--- src/rtl/seq_shift_add_multiplier.sv ---
// Iterative shift-add multiplier: one multiplier bit per clock, unsigned or signed per transaction.
// Optional SEQ_MUL_EARLY_TERM_EN: finish as soon as the remaining multiplier bits are all zero.
module seq_shift_add_multiplier #(
  parameter int N = 4
) (
  input  logic           clk,
  input  logic           rst_n,
  input  logic           in_valid,
  output logic           in_ready,
  input  logic [N-1:0]   a,
  input  logic [N-1:0]   b,
  input  logic           is_signed,
  output logic           out_valid,
  input  logic           out_ready,
  output logic [2*N-1:0] product,
  output logic           busy
);
  localparam int CW = $clog2(N);

  typedef enum logic [1:0] {IDLE, RUN, DONE} state_t;

  state_t         state_reg, state_next;
  logic [2*N-1:0] mcand_reg, mcand_next;
  logic [2*N-1:0] acc_reg, acc_next;
  logic [2*N-1:0] product_reg, product_next;
  logic [N-1:0]   mplier_reg, mplier_next;
  logic [CW-1:0]  cnt_reg, cnt_next;
  logic           neg_reg, neg_next;

  logic [N-1:0]   a_mag, b_mag;
  logic [2*N-1:0] acc_sum;
  logic           last_step;

  // The most negative value maps to 2^(N-1), which still fits in N unsigned bits.
  assign a_mag   = (is_signed && a[N-1]) ? -a : a;
  assign b_mag   = (is_signed && b[N-1]) ? -b : b;
  assign acc_sum = acc_reg + (mplier_reg[0] ? mcand_reg : '0);

`ifdef SEQ_MUL_EARLY_TERM_EN
  assign last_step = (cnt_reg == CW'(N-1)) || (mplier_reg[N-1:1] == '0);
`else
  assign last_step = (cnt_reg == CW'(N-1));
`endif

  always_ff @(posedge clk) begin
    if (!rst_n) begin
      state_reg   <= IDLE;
      mcand_reg   <= '0;
      acc_reg     <= '0;
      product_reg <= '0;
      mplier_reg  <= '0;
      cnt_reg     <= '0;
      neg_reg     <= 1'b0;
    end else begin
      state_reg   <= state_next;
      mcand_reg   <= mcand_next;
      acc_reg     <= acc_next;
      product_reg <= product_next;
      mplier_reg  <= mplier_next;
      cnt_reg     <= cnt_next;
      neg_reg     <= neg_next;
    end
  end

  always_comb begin
    state_next   = state_reg;
    mcand_next   = mcand_reg;
    acc_next     = acc_reg;
    product_next = product_reg;
    mplier_next  = mplier_reg;
    cnt_next     = cnt_reg;
    neg_next     = neg_reg;
    in_ready     = 1'b0;
    out_valid    = 1'b0;
    busy         = 1'b0;
    case (state_reg)
      IDLE: begin
        in_ready = 1'b1;
        if (in_valid) begin
          mcand_next  = {{N{1'b0}}, a_mag};
          mplier_next = b_mag;
          neg_next    = is_signed & (a[N-1] ^ b[N-1]);
          cnt_next    = '0;
          acc_next    = '0;
          state_next  = RUN;
        end
      end
      RUN: begin
        busy        = 1'b1;
        acc_next    = acc_sum;
        mcand_next  = mcand_reg << 1;
        mplier_next = mplier_reg >> 1;
        cnt_next    = cnt_reg + CW'(1);
        if (last_step) begin
          product_next = neg_reg ? -acc_sum : acc_sum;
          state_next   = DONE;
        end
      end
      DONE: begin
        busy      = 1'b1;
        out_valid = 1'b1;
        if (out_ready) state_next = IDLE;
      end
      default: state_next = IDLE;
    endcase
  end

  assign product = product_reg;

endmodule

--- config.mk ---
export PLATFORM = sky130hd
export DESIGN_NAME = seq_shift_add_multiplier
export DESIGN_NICKNAME = d
export VERILOG_FILES = /design/src/rtl/seq_shift_add_multiplier.sv
export SDC_FILE = /design/constraint.sdc
export NUM_CORES = 1
export LEC_CHECK = 0
export CORE_ASPECT_RATIO = 2
export CORE_MARGIN = 2
export CORE_UTILIZATION = 57
export CTS_BUF_LIST = sky130_fd_sc_hd__clkbuf_4 sky130_fd_sc_hd__clkbuf_8
export DETAILED_ROUTE_END_ITERATION = 10
export PLACE_DENSITY = 0.78
export SYNTH_ARGS = -nofsm -noshare
export SYNTH_HDL_FRONTEND = slang
export SYNTH_SLANG_ARGS = --single-unit
--- constraint.sdc ---
create_clock -name clk -period 2.8 [get_ports clk]
set_clock_uncertainty 0.15 [all_clocks]
set_input_delay 0.7 -clock clk [delete_from_list [all_inputs] [get_ports clk]]
set_output_delay 0.7 -clock clk [all_outputs]
set_load 0.01 [all_outputs]
==> flow_summary.ini <==
[synthesis]
synthesis.area_per_instance_um2 = 8.36
yosysUniqueCellTypes = 37
synth_common_cells = 38 x nor2_1, 33 x dfxtp_1
synth_async_sr_flop_share_pct = 0
postSynthCellCount = 236
synthMostInstantiatedCell = nor2_1
number_of_enable_flip_flop_cells_after_synthesis = 0
postSynthNetCount = 264
mappedNetlistArea_um2 = 1970
ys.warnings.count = 0
seq_area_frac_synth_pct = 33.5
largest_area_contributor_in_the_netlist = dfxtp_1
synth_ff_type = dfxtp_1
synth.area.top_cells = dfxtp_1 33%, ha_1 8.9%, nor2_1 7.2%
synth_top_cell_area_share_pct = 33.5
postSynthRegisterBits = 33

[timing]
setup_repair_after_global_routing_missed_its_margin = no
timing_hold_violations_final = 0
final.period_utilization_pct = 95.0
slew_headroom_pct = 34.2
finalMaxSlewViolations = 0
worstMarginPinSlew_ns = 0.984
timing.final.crit_period_ns = 2.66
setup-violations-final = 0
setup-tns-final_ns = 0
achievable_frequency_ghz = 0.376

[finish]
inserted_diodes = 0
syn_to_final_growth_pct = 19.4
num-nets-final = 288
post_route_cells_drive_above_1_share_pct = 9.58
fill_cells = 293

[grt]
tot_gr_track_use_pct = 25.8
gr-total-overflow = 0
grt_pass1_wl_um = 7540
grt_start_max_net_pins = 23
number_of_global_route_vias_before_repair = 1726
grt_antenna_before_repair = 0

[die]
ioPinCount = 24
site_rows = 30
fp.coreArea_um2 = 3340
dieArea_um2 = 3980
die-width_um = 45.6
floorplan.initialDensity_pct = 59.1
die_height_um = 87.2

[cts]
post-cts-setup-buffers = 0
maximum_root_to_sink_buffer_count = 2
cts_max_level = 2
cts_tree = built
tritoncts.num_buffers = 5
clock-root-buffer = clkbuf_8
clock_latency_ns = 0.29
cts.sink_count = 33
clock_transition_at_the_registers_of_the_reported_paths_ns = 0.07

[route]
drt_first_pass_iters = 5
vias = 1712
number_of_remaining_drc_errors = 0
antenna_left = 0
wl_um = 4230
wl_per_cell_um = 14.4
vias_per_cell = 5.84
drt_iter0_markers = 27

[worst_setup_path]
worstSetupStartpointType = flop
worst-endpoint-arrival_ns = 2.67
timing.reg2reg.worst_path_depth = 9
critical_path_class = reg2reg
cp-end-kind = flop
crit_required_ns = 2.81
timing.critical_path.fanout_max = 9

[run]
timing.max_cap.violations = 0

[min_path]
min_delay_path_depth = 2
hold_crit_path_type = reg2reg

[run_status]
run_status = finished clean

[place]
place_hpwl_um = 3270
placement.io_buffers = 23
routabilityCongestion = 0.981

[power]
p_leak_nw = 0.964
power.ir.vdd_worst_v = 0.000639
power-per-cell-area_nw_per_um2 = 615
total_power_mw = 1.45
## worst max-delay path, cell delays in order, from the launching register on
cell	delay, ns
dfxtp_2	0.35
and2_1	0.17
ha_1	0.23
fa_2	0.42
a211oi_4	0.28
or4_4	0.17
o311ai_4	0.12
o41ai_2	0.39
xor2_1	0.18
a21oi_1	0.08
## power by group
| part | internal (mW) | switching [mW] | total (mW) |
|---|---|---|---|
| combinational | 0.239 | 0.288 | 0.527 |
| clock | 0.182 | 0.173 | 0.355 |
| sequential | 0.523 | 0.0426 | 0.566 |
## metrics by stage
stage	setup WS (ns)	instances	instance area [um2]	utilization (%)	hold WS [ns]
finish	0.141	293	2360	70.5	0.344
global route	0.0209	293	2360	70.5	0.375
CTS	0.0434	293	2330	69.8	0.350
detailed placement	0.0822	285	2240	67.2	0.334
global placement	0.197	285	2240	67.2	0.327
floorplan	0.300	236	1970	-	0.314
## repair_timing
action	4_1_cts	5_1_grt
hold buffers	0	0
gates resized for setup	0	5
setup endpoints to repair	0	3
endpoints found under the hold margin	0	0
## per-layer routing
layer	global-route usage [%]	part of all wire, %	vias up
met3	4.56	2.4	12
met1	26.6	36	794
met5	0	0	-
met4	13.1	3.3	0
li1	-	-	871
met2	46.4	58	35
## path summary, 6_finish.rpt
kind / from / end / slack [ns]
worst max register to register: mplier_reg[0] / product[7] / 0.14
worst min-delay path: product[0] / product[0] / 0.34
worst max-delay path: mplier_reg[0] / product[7] / 0.14
worst min register to register: product[0] / product[0] / 0.34
## logic make-up after synthesis
kind of cell | synth area share (%)
AND/OR/NAND/NOR | 17.7
flip-flops | 33.5
buffers and inverters | 5.26
multiplexers | 7.10
adder cells (fa/ha/maj) | 9.89
XOR/XNOR | 5.33
AO/OA/AOI/OAI | 21.2
## cell usage in the layout, fill, tap and decap left out, types with 2 or more instances in the layout
cell / n
clkbuf_8: 5
ha_1: 14
o21a_1: 3
buf_4: 6
clkinv_2: 2
clkdlybuf4s50_1: 23
nand3_1: 4
and2_1: 8
nor2b_1: 4
nand2b_1: 3
inv_1: 14
a211oi_1: 5
nor2_1: 38
nand4_1: 2
mux2i_1: 13
a22oi_1: 13
a21oi_1: 14
xor2_1: 8
xnor2_1: 4
a311oi_2: 2
o21ai_0: 11
dfxtp_1: 32
nand2_1: 12
o31ai_1: 3
## layout make-up
type	count	area (um2)	share of cell area [%]
inverters	15	56.3	2.39
flip-flops and latches	33	662	28.1
clock buffers	6	76.3	3.24
clock inverters	2	10.0	0.425
multi-input cells	176	1240	52.5
well taps	32	40.0	1.70
repair buffers	29	275	11.7
(Power assumes the default switching activity.)
